==> config.mk <==
export PLATFORM = sky130hd
export DESIGN_NAME = fetch_prefetch_queue_flat
export DESIGN_NICKNAME = d
export VERILOG_FILES = /design/src/rtl/fetch_prefetch_queue_if.sv /design/src/rtl/fetch_prefetch_queue.sv /design/src/flat_wrapper.sv
export SDC_FILE = /design/constraint.sdc
export NUM_CORES = 1
export LEC_CHECK = 0
export ABC_CLOCK_PERIOD_IN_PS = 3000
export CAP_MARGIN = 10
export CORE_ASPECT_RATIO = 0.8
export CORE_MARGIN = 3
export CORE_UTILIZATION = 30
export CTS_BUF_LIST = sky130_fd_sc_hd__clkbuf_8
export CTS_CLUSTER_SIZE = 12
export DETAILED_ROUTE_END_ITERATION = 7
export GPL_ROUTABILITY_DRIVEN = 0
export PLACE_DENSITY = 0.51
export SYNTH_ARGS = -nofsm -noshare
export SYNTH_HDL_FRONTEND = slang
export SYNTH_SLANG_ARGS = --single-unit
==> constraint.sdc <==
create_clock -name clk -period 3 [get_ports clk]
set_clock_uncertainty 0.05 [all_clocks]
set_input_delay 0.45 -clock clk [delete_from_list [all_inputs] [get_ports clk]]
set_output_delay 0.45 -clock clk [all_outputs]
set_load 0.01 [all_outputs]
==> src/rtl/fetch_prefetch_queue_if.sv <==
// Signal bundle tying the prefetch queue to the instruction memory, the execute redirect path and decode.
// The master modport is the prefetch queue's view; the slave modport is the surrounding pipeline's view.
interface fetch_prefetch_queue_if #(
    parameter int ADDR_WIDTH  = 32,
    parameter int INSTR_WIDTH = 32
);
    logic                   redirect_valid;
    logic [ADDR_WIDTH-1:0]  redirect_target;
    logic                   imem_req_valid;
    logic                   imem_req_ready;
    logic [ADDR_WIDTH-1:0]  imem_req_addr;
    logic                   imem_resp_valid;
    logic [INSTR_WIDTH-1:0] imem_resp_data;
    logic                   out_valid;
    logic                   out_ready;
    logic [INSTR_WIDTH-1:0] out_instr;
    logic [ADDR_WIDTH-1:0]  out_pc;
    logic                   busy;

    modport master (
        input  redirect_valid, redirect_target, imem_req_ready,
               imem_resp_valid, imem_resp_data, out_ready,
        output imem_req_valid, imem_req_addr, out_valid, out_instr, out_pc, busy
    );

    modport slave (
        output redirect_valid, redirect_target, imem_req_ready,
               imem_resp_valid, imem_resp_data, out_ready,
        input  imem_req_valid, imem_req_addr, out_valid, out_instr, out_pc, busy
    );
endinterface

==> src/rtl/fetch_prefetch_queue.sv <==
// Prefetching fetch stage: owns the PC, keeps up to MAX_OUTSTANDING requests in flight to instruction
// memory and buffers in-order {pc, instr} results in a DEPTH-entry FIFO for decode.
module fetch_prefetch_queue_chk #(
    parameter int OUT_W = 2
) (
    input logic             clk,
    input logic             reset,
    input logic             imem_resp_valid,
    input logic [OUT_W-1:0] outstanding
);
    // A response with nothing outstanding means memory and fetch disagree about request history.
    a_resp_has_request: assert property (@(posedge clk) disable iff (reset)
        !(imem_resp_valid && (outstanding == '0)));
endmodule

module fetch_prefetch_queue #(
    parameter int                    ADDR_WIDTH      = 32,
    parameter int                    INSTR_WIDTH     = 32,
    parameter int                    DEPTH           = 4,
    parameter int                    MAX_OUTSTANDING = 2,
    parameter logic [ADDR_WIDTH-1:0] RESET_PC        = {ADDR_WIDTH{1'b0}}
) (
    input logic                    clk,
    input logic                    reset,
    fetch_prefetch_queue_if.master bus
);
    localparam int PTR_W = $clog2(DEPTH);
    localparam int CNT_W = $clog2(DEPTH + 1);
    localparam int OUT_W = $clog2(MAX_OUTSTANDING + 1);
    localparam int SUM_W = CNT_W + 1;
    localparam logic [ADDR_WIDTH-1:0] PC_STEP    = ADDR_WIDTH'(32'd4);
    localparam logic [ADDR_WIDTH-1:0] ALIGN_MASK = {{(ADDR_WIDTH-2){1'b1}}, 2'b00};
    localparam logic [PTR_W-1:0]      PTR_ONE    = PTR_W'(1'b1);

    logic [ADDR_WIDTH-1:0]  fetch_pc_r, fetch_pc_nx_s;
    logic [ADDR_WIDTH-1:0]  resp_pc_r, resp_pc_nx_s;
    logic [CNT_W-1:0]       q_count_r, q_count_nx_s;
    logic [OUT_W-1:0]       outstanding_r, outstanding_nx_s;
    logic [OUT_W-1:0]       drop_cnt_r, drop_cnt_nx_s;
    logic [PTR_W-1:0]       head_r, head_nx_s;
    logic [PTR_W-1:0]       tail_r, tail_nx_s;
    logic                   started_r;
    logic [ADDR_WIDTH-1:0]  pc_mem_r    [DEPTH];
    logic [INSTR_WIDTH-1:0] instr_mem_r [DEPTH];

    logic                  credit_s;
    logic                  req_valid_s;
    logic                  issue_s;
    logic                  resp_s;
    logic                  push_s;
    logic                  pop_s;
    logic                  out_valid_s;
    logic [ADDR_WIDTH-1:0] target_s;

    // Requests still in flight reserve FIFO space, stale ones included, so a response always has a slot.
    assign credit_s    = (SUM_W'(q_count_r) + SUM_W'(outstanding_r)) < SUM_W'(DEPTH);
    assign req_valid_s = !reset && started_r && !bus.redirect_valid
                         && (outstanding_r < OUT_W'(MAX_OUTSTANDING)) && credit_s;
    assign issue_s     = req_valid_s && bus.imem_req_ready;
    assign resp_s      = bus.imem_resp_valid && (outstanding_r != '0);
    assign push_s      = resp_s && (drop_cnt_r == '0) && !bus.redirect_valid;
    assign out_valid_s = !reset && (q_count_r != '0);
    assign pop_s       = out_valid_s && bus.out_ready && !bus.redirect_valid;
    assign target_s    = bus.redirect_target & ALIGN_MASK;

    // Next-state for PCs, pointers and counters; a redirect flushes and turns in-flight work into drops.
    always_comb begin
        fetch_pc_nx_s    = fetch_pc_r;
        resp_pc_nx_s     = resp_pc_r;
        q_count_nx_s     = q_count_r;
        outstanding_nx_s = outstanding_r;
        drop_cnt_nx_s    = drop_cnt_r;
        head_nx_s        = head_r;
        tail_nx_s        = tail_r;
        if (bus.redirect_valid) begin
            fetch_pc_nx_s    = target_s;
            resp_pc_nx_s     = target_s;
            q_count_nx_s     = '0;
            head_nx_s        = '0;
            tail_nx_s        = '0;
            outstanding_nx_s = outstanding_r - OUT_W'(resp_s);
            drop_cnt_nx_s    = outstanding_r - OUT_W'(resp_s);
        end else begin
            if (issue_s) begin
                fetch_pc_nx_s = fetch_pc_r + PC_STEP;
            end else begin
                fetch_pc_nx_s = fetch_pc_r;
            end
            // Kept responses are sequential from the last redirect, so their PC is just a running count.
            if (push_s) begin
                resp_pc_nx_s = resp_pc_r + PC_STEP;
                tail_nx_s    = tail_r + PTR_ONE;
            end else begin
                resp_pc_nx_s = resp_pc_r;
                tail_nx_s    = tail_r;
            end
            if (pop_s) begin
                head_nx_s = head_r + PTR_ONE;
            end else begin
                head_nx_s = head_r;
            end
            if (resp_s && (drop_cnt_r != '0)) begin
                drop_cnt_nx_s = drop_cnt_r - OUT_W'(1'b1);
            end else begin
                drop_cnt_nx_s = drop_cnt_r;
            end
            q_count_nx_s     = q_count_r + CNT_W'(push_s) - CNT_W'(pop_s);
            outstanding_nx_s = outstanding_r + OUT_W'(issue_s) - OUT_W'(resp_s);
        end
    end

    // Control state register; started_r holds issue off for one cycle after reset.
    always_ff @(posedge clk) begin
        if (reset) begin
            fetch_pc_r    <= RESET_PC;
            resp_pc_r     <= RESET_PC;
            q_count_r     <= '0;
            outstanding_r <= '0;
            drop_cnt_r    <= '0;
            head_r        <= '0;
            tail_r        <= '0;
            started_r     <= 1'b0;
        end else begin
            fetch_pc_r    <= fetch_pc_nx_s;
            resp_pc_r     <= resp_pc_nx_s;
            q_count_r     <= q_count_nx_s;
            outstanding_r <= outstanding_nx_s;
            drop_cnt_r    <= drop_cnt_nx_s;
            head_r        <= head_nx_s;
            tail_r        <= tail_nx_s;
            started_r     <= 1'b1;
        end
    end

    // FIFO payload storage; contents are only meaningful between head and tail.
    always_ff @(posedge clk) begin
        if (push_s) begin
            pc_mem_r[tail_r]    <= resp_pc_r;
            instr_mem_r[tail_r] <= bus.imem_resp_data;
        end
    end

    assign bus.imem_req_valid = req_valid_s;
    assign bus.imem_req_addr  = fetch_pc_r;
    assign bus.out_valid      = out_valid_s;
    assign bus.out_instr      = instr_mem_r[head_r];
    assign bus.out_pc         = pc_mem_r[head_r];
    assign bus.busy           = !reset && ((outstanding_r != '0) || (drop_cnt_r != '0));

    fetch_prefetch_queue_chk #(.OUT_W(OUT_W)) u_chk (
        .clk             (clk),
        .reset           (reset),
        .imem_resp_valid (bus.imem_resp_valid),
        .outstanding     (outstanding_r)
    );
endmodule

==> src/flat_wrapper.sv <==
// flat-port wrapper written by rule: the top's interface ports become plain ports
module fetch_prefetch_queue_flat 
#(
    parameter int                    ADDR_WIDTH      = 32,
    parameter int                    INSTR_WIDTH     = 32,
    parameter int                    DEPTH           = 4,
    parameter int                    MAX_OUTSTANDING = 2,
    parameter logic [ADDR_WIDTH-1:0] RESET_PC        = {ADDR_WIDTH{1'b0}}
)
  (clk, reset, bus_redirect_valid, bus_redirect_target, bus_imem_req_ready, bus_imem_resp_valid, bus_imem_resp_data, bus_out_ready, bus_imem_req_valid, bus_imem_req_addr, bus_out_valid, bus_out_instr, bus_out_pc, bus_busy);
  fetch_prefetch_queue_if #(.ADDR_WIDTH(ADDR_WIDTH), .INSTR_WIDTH(INSTR_WIDTH)) bus_i ();
  input logic clk;
  input logic reset;
  input wire logic [$bits(bus_i.redirect_valid)-1:0] bus_redirect_valid;
  input wire logic [$bits(bus_i.redirect_target)-1:0] bus_redirect_target;
  input wire logic [$bits(bus_i.imem_req_ready)-1:0] bus_imem_req_ready;
  input wire logic [$bits(bus_i.imem_resp_valid)-1:0] bus_imem_resp_valid;
  input wire logic [$bits(bus_i.imem_resp_data)-1:0] bus_imem_resp_data;
  input wire logic [$bits(bus_i.out_ready)-1:0] bus_out_ready;
  output wire logic [$bits(bus_i.imem_req_valid)-1:0] bus_imem_req_valid;
  output wire logic [$bits(bus_i.imem_req_addr)-1:0] bus_imem_req_addr;
  output wire logic [$bits(bus_i.out_valid)-1:0] bus_out_valid;
  output wire logic [$bits(bus_i.out_instr)-1:0] bus_out_instr;
  output wire logic [$bits(bus_i.out_pc)-1:0] bus_out_pc;
  output wire logic [$bits(bus_i.busy)-1:0] bus_busy;
  assign bus_i.redirect_valid = bus_redirect_valid;
  assign bus_i.redirect_target = bus_redirect_target;
  assign bus_i.imem_req_ready = bus_imem_req_ready;
  assign bus_i.imem_resp_valid = bus_imem_resp_valid;
  assign bus_i.imem_resp_data = bus_imem_resp_data;
  assign bus_i.out_ready = bus_out_ready;
  assign bus_imem_req_valid = bus_i.imem_req_valid;
  assign bus_imem_req_addr = bus_i.imem_req_addr;
  assign bus_out_valid = bus_i.out_valid;
  assign bus_out_instr = bus_i.out_instr;
  assign bus_out_pc = bus_i.out_pc;
  assign bus_busy = bus_i.busy;
  fetch_prefetch_queue #(.ADDR_WIDTH(ADDR_WIDTH), .INSTR_WIDTH(INSTR_WIDTH), .DEPTH(DEPTH), .MAX_OUTSTANDING(MAX_OUTSTANDING), .RESET_PC(RESET_PC)) u_core (.clk(clk), .reset(reset), .bus(bus_i));
endmodule
* After elaboration in Yosys (flattened, before gate mapping)
Memory sizes are Yosys's and may differ from the RTL's. A register that Yosys moved wholly into a read port is not among the register bits.
Cells that the tools add are included.
** Word-level totals
- Latch bits :: 0
- Memories kept :: 2
- RAM bits :: 256
- Memory bits (read-only) :: 0
- Output and inout port bits :: 99
- Input port bits :: 70
- Bits in registers :: 76
- Logic and storage cells :: 63
** Memories
- u_core.instr_mem_r :: words 4, bits a word 32, rd ports 1, clocked after Yosys merged registers in 1, write ports 1, RTL line fetch_prefetch_queue.sv:44 : logic [INSTR_WIDTH-1:0] instr_mem_r [DEPTH];
- u_core.pc_mem_r :: words 4, bits a word 32, rd ports 1, clocked after Yosys merged registers in 1, write ports 1, RTL line fetch_prefetch_queue.sv:43 : logic [ADDR_WIDTH-1:0] pc_mem_r [DEPTH];
** Operators by class
- Eq/ne operators :: 0
- Divide/modulo/power cells :: 0
- Multipliers :: 0
- Multiplexer cells :: 14
- Order comparisons :: 2
- $add $sub $neg :: 11
- Bitwise gates (word level) :: 0
- Reductions and logical operators :: 24
- Shift-type cells :: 0
** Operators with widths (number)
- two-way mux 32 bit :: 4
- adder 32 x 3 -> 32 bit (second input constant) :: 2
- two-way mux 2 bit :: 7
- logical AND 1 bit :: 13
- nonzero test 2 bit :: 5
- adder 2 x 1 -> 2 bit (second input constant) :: 2
- adder 3 x 2 -> 4 bit :: 1
- < comparator 4 x 3 -> 1 bit (second input constant) :: 1
- subtractor 2 x 1 -> 2 bit :: 2
- adder 3 x 1 -> 3 bit :: 1
- two-way mux 1 bit :: 3
- nonzero test 3 bit :: 1
- subtractor 3 x 1 -> 3 bit :: 1
- adder 2 x 1 -> 2 bit :: 1
- zero test 1 bit :: 2
- zero test 2 bit :: 1
- < comparator 2 bit (second input constant) :: 1
- OR reduction 2 bit :: 1
- subtractor 2 x 1 -> 2 bit (second input constant) :: 1
- logical OR 1 bit :: 1

* Logic depth before layout (Yosys ltp)
Gate-level depths: netlist of run 1.
- Depth in word-level cells :: 9
- Depth in mapped cells :: 11
- Gate-level depth less buffers :: 9

* Least setup slack after synthesis of run 1
No wires, ideal clock.
- Path type :: in2reg
- Start point :: input bus_redirect_valid
- End point :: memory u_core.instr_mem_r[0][0] (enable)
- Library setup time :: 0.427 ns
- Stages :: 4
- Data arrival time :: 2.618 ns
- Buffers on the path :: 2
- Setup slack :: -0.094 ns
- Data required time :: 2.523 ns
- Cell sequence :: inv_1 clkbuf_1 clkbuf_1 and3_1
** Between the ends
- Word-level cells in the longest chain between the ends :: 4
** Ends and longest elaborated chain
- from (decl) :: RTL line flat_wrapper.sv:14 : input wire logic [$bits(bus_i.redirect_valid)-1:0] bus_redirect_valid;
- zero test 1 bit :: RTL line fetch_prefetch_queue.sv:61 : assign push_s = resp_s && (drop_cnt_r == '0) && !bus.redirect_valid;
- logical AND 1 bit :: RTL line fetch_prefetch_queue.sv:61
- two-way mux 1 bit :: RTL line fetch_prefetch_queue.sv:137 : if (push_s) begin
- two-way mux 1 bit (implied by the code) :: RTL line fetch_prefetch_queue.sv:139 : instr_mem_r[tail_r] <= bus.imem_resp_data;
- to (decl) :: RTL line fetch_prefetch_queue.sv:44
Every way passes these cells.

==> results_dict.tcl, run 1 <==
set metrics [dict create \
    sw_frac_of_total 0.235 \
    p_seq_frac 0.550 \
    p_sw_w 0.00216 \
    cts_tree "done" \
    dr.pass1.iters 5 \
    cp_max_fo 15 \
    wl_per_cell_um 19.9 \
    synthArstFlopShare 0 \
    postSynthAreaPerCell_sq_um 16.3 \
    ys_top_cells_by_area "edfxtp_1, dfxtp_1, mux4_2, xor2_1, a21boi_0" \
    grt_overflow 0 \
    synth_top_family_by_area "multiplexers" \
    syn2layout_area_growth_pct 26.7 \
    track_usage 0.140 \
    drive_gt1_frac 0.170 \
    final_antenna_net_count 0 \
    synth_flop_cell "edfxtp_1" \
    postCtsSetupRepairBufs 0 \
    clockPowerShare 0.382 \
    critical_path_arrival_ns 2.41 \
    drv_slew 0 \
    finalCritPeriodShare 0.968 \
    cp-end-kind "output port" \
    cp_top_family "buffers and inverters" \
    hpwl_mm 20.4 \
    grt_max_degree 48 \
    crit_chain "buf_4 > mux4_2 > clkdlybuf4s50_1" \
    grt_pass1_vias 8094 \
    hold_buffers 0 \
    cpMaxStageDelayCell "clkdlybuf4s50_1" \
    ir_drop_uv 304 \
    dieArea_sq_mm 0.0459 \
    worstPathRequired_ns 2.50 \
    core.rowCount 67 \
    finalPower_w 0.00918 \
    rsz0062_at_grt "yes" \
    via_count 7798 \
    p_comb_frac 0.069 \
    relSlewSlack 0.585 \
    internal_power_w 0.00703 \
    synth-edff-count 248 \
    clock-sinks 322 \
    synth_warnings 0 \
    layout_min_cycle_time_ns 2.91 \
    synth-xor-area-share 0.0303 \
    tightest_slew_ns 0.617 \
    io_buffers 162 \
    status "complete, no violations" \
    ys_ff_latch 322 \
    placedInstanceArea_sq_mm 0.0155 \
    synth_fa_ha_area_frac 0.0131 \
    synth_top_area_share 0.572 \
    slowest_delay_ns 0.58 \
    drtIter0Drc 646 \
    chipHeight_um 192 \
    htreeDepth 2 \
    seq_area_frac_synth 0.686 \
    final_util 0.390 \
    path_clk_slew_ns 0.06 \
    insertion_delay_ns 0.59 \
    power.leakage_nw 5.59 \
    synth_area_sq_mm 0.0130 \
    cts_made_buffers 53 \
    crit_type "reg2out" \
    hold_path.class "in2reg" \
    grt_pass1_wl_mm 49.4 \
    io_pins 169 \
    antenna_found_initial 1 \
    setup_violations 0 \
    start_util 0.308 \
    cp-start-kind "flop" \
    drv_cap 0 \
    power.density_mw_per_mm2 557 \
    yosys.area.top_type "edfxtp_1" \
    drcViolationCount 0 \
    fp.dieW_um 239 \
    nets 1089 \
    hold_viol_final 0 \
    cts_root_buf "clkbuf_8" \
    yosysUniqueCellTypes 56 \
    synth-simple-area-share 0.0808 \
    synth_cells 799 \
    core_sq_mm 0.0423 \
    mostFrequentLayoutCells "edfxtp_1, clkdlybuf4s50_1, dfxtp_1" \
    layout_setup_ws_ns 0.0946 \
    post-place-ws_ns 0.166 \
    routed_wl_mm 31.8 \
    finalInstanceArea_sq_mm 0.0165 \
    crit_buf_inv 2 \
    n_fill_cell 3933 \
    synth_compound_area_frac 0.0595 \
    fmax_mhz 344 \
    fin_tns_setup_ns 0 \
    synth.area.mux_share 0.109 \
    antennaDiodeCount 0 \
    viasPerCell 4.87 \
    final_common_cell "edfxtp_1" \
    clockBufferDepth 3 \
]
[metrics by stage]
step	hold WS (ns)	std cells
after floorplan	0.416	802
after CTS	0.397	1600
after detailed placement	0.446	1503
final	0.444	1600
after global routing	0.419	1600
after global placement	0.437	1503
[worst paths after layout]
kind         slack, ns                        end  cells past startpoint                    from
max               0.09             bus_out_pc[14]                      3                    flop
min               0.44  u_core.instr_mem_r[1][16]                      1  bus_imem_resp_data[16]
max reg2reg       0.55        u_core.q_count_r[2]                     10     u_core.q_count_r[1]
min reg2reg       0.45           u_core.tail_r[0]                      2        u_core.tail_r[0]
[what timing repair did]
item | 4_1_cts | 5_1_grt
hold endpoints to repair | 0 | 0
resized for setup | 5 | 28
setup endpoints to repair | 10 | 29
cloned | 0 | 0
pin swaps | 0 | 1
[power by group through the flow]
stage,Clock (W),Sequential [W],Combinational [W]
floorplan,0,0.00511,0.000277
global placement,0,0.00514,0.000634
detailed placement,0,0.00514,0.000640
CTS,0.00363,0.00505,0.000642
global route,0.00385,0.00506,0.000689
finish,0.00351,0.00505,0.000630
[state kept, by name, summed over array words and instances (netlist names), 3 cells and up, named ones only]
register	cells
u_core.bus.imem_req_addr	30
u_core.instr_mem_r	128
u_core.pc_mem_r	120
u_core.q_count_r	3
u_core.resp_pc_r	30
[layer usage]
metal	global-route usage	up-vias	share of wire
met2	0.195	236	0.41
met4	0.0342	2	0.016
met3	0.0333	50	0.060
met5	0	-	0.00041
li1	-	3567	-
met1	0.217	3943	0.52
[cells by family (layout without fill, tap and decap cells)]
family | count (synthesis) | count (layout)
multiplexers | 64 | 64
XOR/XNOR | 45 | 45
AO/OA/AOI/OAI | 111 | 111
adder cells (fa/ha/maj) | 13 | 13
AND/OR/NAND/NOR | 181 | 181
buffers and inverters | 62 | 308
other | 1 | 4
flip-flops | 322 | 322
[final cells by class]
type,count,area [sq um],area share
Sequential cell,322,8930,0.542
Inverter,19,76.3,0.00463
Clock inverter,42,200,0.0121
Timing Repair Buffer,192,2000,0.121
Tap cell,552,691,0.0419
Clock buffer,55,757,0.0459
Multi-Input combinational cell,418,3830,0.232
[worst reg2reg max path: stages (launching register included)]
cell	delay, ns
dfxtp_1	0.35
nor3_1	0.41
nor3b_1	0.12
buf_4	0.18
ha_1	0.27
inv_1	0.04
ha_1	0.18
fa_1	0.38
xnor2_1	0.17
xnor2_1	0.14
nor2_1	0.05
[synth_stat cells (all sizes together) (3+ instances only)]
master,n
inv,17
nor3,13
ha,12
and2,8
nor2,34
a21boi,22
a21oi,19
or3,4
o31a,3
xor2,30
and3,15
o211ai,5
mux4,62
xnor2,15
o21ai,10
clkbuf,22
nand3,31
a2bb2oi,3
dfxtp,74
a211oi,11
nor4,5
edfxtp,248
nand2,35
nand4,25
o21a,18
a31oi,9
buf,21
and4,4
Power figures use the tool's default switching activity.
==> run 2, diff against run 1 <==
Settings changed: CTS_CLUSTER_DIAMETER set to 60.
==> results_dict.tcl, run 2 (synthesis gave the netlist of run 1 again) <==
set metrics [dict create \
    multi_input_area_sq_mm 0.00383 \
    track_usage 0.138 \
    cp-start-kind "flop" \
    final_cell_count_no_fill 1554 \
    slowest_delay_ns 0.55 \
    worstPathRequired_ns 2.50 \
    internal_power_w 0.00649 \
    relSlewSlack 0.600 \
    cp-end-kind "output port" \
    setup_violations 0 \
    cp_max_fo 47 \
    status "complete, no violations" \
    crit_chain "buf_16 > mux4_2 > clkdlybuf4s50_1" \
    finalInstanceArea_sq_mm 0.0161 \
    hpwl_mm 20.4 \
    core_sq_mm 0.0423 \
    critical_path_arrival_ns 2.36 \
    io_buffers 162 \
    routed_wl_mm 31.4 \
    layout_min_cycle_time_ns 2.86 \
    postCtsSetupRepairBufs 0 \
    core.rowCount 67 \
    place_inst 1503 \
    clockBufferDepth 3 \
    final-seq-area_sq_mm 0.00893 \
    drv_slew 0 \
    syn2layout_area_growth_pct 23.7 \
    ir_drop_uv 256 \
    cts_made_buffers 34 \
    drtIter0Drc 663 \
    sw_frac_of_total 0.228 \
    dr.pass1.iters 5 \
    path_clk_slew_ns 0.08 \
    reg.largest.list "u_core.instr_mem_r: 128 flops, u_core.pc_mem_r: 120 flops" \
    placedInstanceArea_sq_mm 0.0155 \
    antenna_found_initial 1 \
    p_comb_frac 0.075 \
    tightest_slew_ns 0.595 \
    grt_pass1_vias 8019 \
    via_count 7698 \
    drv_cap 0 \
    grt_overflow 0 \
    nets 1070 \
    cts_root_buf "clkbuf_8" \
    rsz0062_at_grt "no" \
    start_util 0.308 \
    dieArea_sq_mm 0.0459 \
    final_antenna_net_count 0 \
    fin_tns_setup_ns 0 \
    final_common_cell "edfxtp_1" \
    regToRegStartpoint "u_core.q_count_r[1]" \
    antennaDiodeCount 0 \
    power.leakage_nw 5.20 \
    viasPerCell 4.95 \
    grt_max_degree 48 \
    drcViolationCount 0 \
    io_pins 169 \
    insertion_delay_ns 0.55 \
    wl_per_cell_um 20.2 \
    htreeDepth 2 \
    fp.dieW_um 239 \
    mostFrequentLayoutCells "edfxtp_1, clkdlybuf4s50_1, dfxtp_1" \
    chipHeight_um 192 \
    crit_type "reg2out" \
    largest_register_ffs 128 \
    cpMaxStageDelayCell "mux4_2" \
    fmax_mhz 349 \
    regMostFlops "u_core.instr_mem_r" \
    grt_pass1_wl_mm 48.7 \
    hold_path.class "reg2reg" \
    clock-sinks 322 \
    p_sw_w 0.00192 \
    p_seq_frac 0.599 \
    finalPower_w 0.00841 \
    drive_gt1_frac 0.156 \
    clockPowerShare 0.326 \
    finalCritPeriodShare 0.955 \
    hold_viol_final 0 \
    min_from "u_core.tail_r[0]" \
    hold_buffers 0 \
    n_fill_cell 3953 \
    power.density_mw_per_mm2 523 \
    cts_tree "done" \
]
==> run 2: worst max-delay path: cells and delay by family (launching register included) <==
kind / cells / cell delay (ns)
buffers and inverters: 2 / 0.87
muxes: 1 / 0.55
DFF: 1 / 0.37
==> run 2: path summary, 6_finish.rpt <==
| path | end | slack (ns) | cells past startpoint |
|---|---|---|---|
| min | u_core.tail_r[0] | 0.45 | 2 |
| min reg2reg | u_core.tail_r[0] | 0.45 | 2 |
| max | bus_out_pc[12] | 0.14 | 3 |
| max reg2reg | u_core.q_count_r[2] | 0.52 | 10 |
==> run 2: through the flow <==
stage	utilization	hold WS, ns	setup WS (ns)
floorplan	-	0.416	0.378
global placement	0.365	0.437	0.192
detailed placement	0.365	0.446	0.166
CTS	0.380	0.449	0.000878
global route	0.380	0.470	0.00678
finish	0.380	0.448	0.136
==> run 2: cell type report <==
cell class	instances	area share
sequential	322	0.555
multi-input combinational	418	0.238
timing repair buffer	192	0.122
tap	552	0.0429
clock buffer	35	0.0299
clock inverter	16	0.00769
inverter	19	0.00474
==> run 2: metal layers <==
metal  track usage  wire, um  up-vias
li1              -         -     3495
met1         0.214     15900     3905
met2         0.195     12900      253
met3        0.0320      2140       43
met4        0.0305       496        2
met5             0        13        -
==> run 2: power by group through the flow <==
stage,clock network (W),logic (W),registers (W)
2_1_floorplan,0,0.000277,0.00511
3_5_place_dp,0,0.000640,0.00514
6_report,0.00274,0.000633,0.00504
4_1_cts,0.00287,0.000644,0.00504
3_3_place_gp,0,0.000634,0.00514
5_1_grt,0.00305,0.000692,0.00506
==> run 2: timing repair <==
| action | in CTS | in global routing |
|---|---|---|
| setup endpoints to repair | 2 | 9 |
| pin swaps | 0 | 0 |
| resized for setup | 1 | 9 |
==> run 3, diff against run 2 <==
Settings changed: CORE_UTILIZATION 30 to 45, PLACE_DENSITY 0.51 to 0.71.
==> results_dict.tcl, run 3 (synthesis gave the netlist of run 1 again) <==
set metrics [dict create \
    status "complete, no violations" \
    setup_violations 0 \
    place_inst 1321 \
    drcViolationCount 0 \
    wl_met3_mm 1.81 \
    ir_drop_uv 373 \
    finalCritPeriodShare 0.946 \
    mostFrequentLayoutCells "edfxtp_1, clkdlybuf4s50_1, dfxtp_1" \
    wl_met1_mm 13.5 \
    drtIter0Drc 539 \
    fp.dieW_um 196 \
    core_sq_mm 0.0284 \
    start_util 0.459 \
    hold_path.class "in2reg" \
    path_clk_slew_ns 0.08 \
    reg.largest.list "u_core.instr_mem_r: 128 flops, u_core.pc_mem_r: 120 flops" \
    antennaDiodeCount 0 \
    viasPerCell 5.52 \
    cts_tree "done" \
    drive_gt1_frac 0.152 \
    nets 1070 \
    dr_wl_met2_mm 12.1 \
    worstPathRequired_ns 2.50 \
    largest_register_ffs 128 \
    core.rowCount 55 \
    relSlewSlack 0.570 \
    clock-sinks 322 \
    drv_slew 0 \
    fmax_mhz 352 \
    wl_per_cell_um 20.3 \
    crit_type "reg2out" \
    cp-start-kind "flop" \
    antenna_found_initial 0 \
    insertion_delay_ns 0.58 \
    fin_tns_setup_ns 0 \
    final_cell_count_no_fill 1369 \
    hpwl_mm 18.6 \
    critical_path_arrival_ns 2.34 \
    chipHeight_um 158 \
    grt_overflow 0 \
    grt_pass1_wl_mm 43.4 \
    cp-end-kind "output port" \
    syn2layout_area_growth_pct 21.2 \
    tightest_slew_ns 0.640 \
    grt_pass1_vias 7633 \
    via_count 7553 \
    grt_max_degree 49 \
    dr.max_layer_used "met4" \
    regMostFlops "u_core.instr_mem_r" \
    power.leakage_nw 5.08 \
    track_usage 0.178 \
    drv_cap 0 \
    dr.pass1.iters 7 \
    cts_made_buffers 31 \
    hold_viol_final 0 \
    final_antenna_net_count 0 \
    rsz0062_at_grt "no" \
    power.density_mw_per_mm2 505 \
    io_pins 169 \
    final_common_cell "edfxtp_1" \
    hold_buffers 0 \
    io_buffers 162 \
    cts_root_buf "clkbuf_8" \
    clockBufferDepth 3 \
    htreeDepth 1 \
    cp_max_fo 7 \
    dieArea_sq_mm 0.0310 \
    routed_wl_mm 27.8 \
    holdWs_ns 0.447 \
    layout_min_cycle_time_ns 2.84 \
]
==> run 3: critical path, stage by stage, from the launching register on <==
cell and delay [ns]:
dfxtp_1 0.41, ha_1 0.27, nor4b_4 0.32, and3_1 0.21, clkdlybuf4s50_1 0.54
==> run 3: where the power goes <==
part	switching [W]	internal, W
Sequential	0.000125	0.00491
Clock	0.00137	0.000948
Combinational	0.000289	0.000327
==> run 3: per-layer routing <==
layer | global-route usage | vias up
met1 | 0.279 | 3765
li1 | - | 3501
met5 | 0 | -
met4 | 0.0285 | 0
met2 | 0.267 | 253
met3 | 0.0328 | 34
==> run 3: what timing repair did <==
item / 4_1_cts / 5_1_grt
setup endpoints to repair: 26 / 1
resized for setup: 1 / 0
cloned: 0 / 0
buffers inserted: 2 / 1
pin swaps: 0 / 1
==> run 3: through the flow <==
stage,utilization,worst slack (ns),total power [W],cell area [sq um]
finish,0.556,0.162,0.00797,15800
global route,0.556,0.0348,0.00832,15800
CTS,0.556,0.0734,0.00807,15800
detailed placement,0.538,0.132,0.00575,15300
global placement,0.538,0.195,0.00573,15300
floorplan,-,0.378,0.00538,13000
==> run 3: final timing paths <==
kind | depth (start not counted) | slack [ns] | to | from
worst min register to register | 2 | 0.45 | u_core.tail_r[0] | u_core.tail_r[0]
worst min-delay path | 1 | 0.45 | u_core.instr_mem_r[2][23] | bus_imem_resp_data[23]
worst max register to register | 8 | 0.68 | u_core.bus.imem_req_addr[25] | u_core.outstanding_r[1]
worst max-delay path | 4 | 0.16 | bus_imem_req_valid | u_core.outstanding_r[1]
==> run 3: cell type report <==
type                       instances  area [sq um]
inverter                          19          76.3
timing repair buffer             195          1990
sequential                       322          8930
tap                              370           463
clock inverter                    14          62.6
clock buffer                      31           427
fill                            2263         12600
multi-input combinational        418          3830
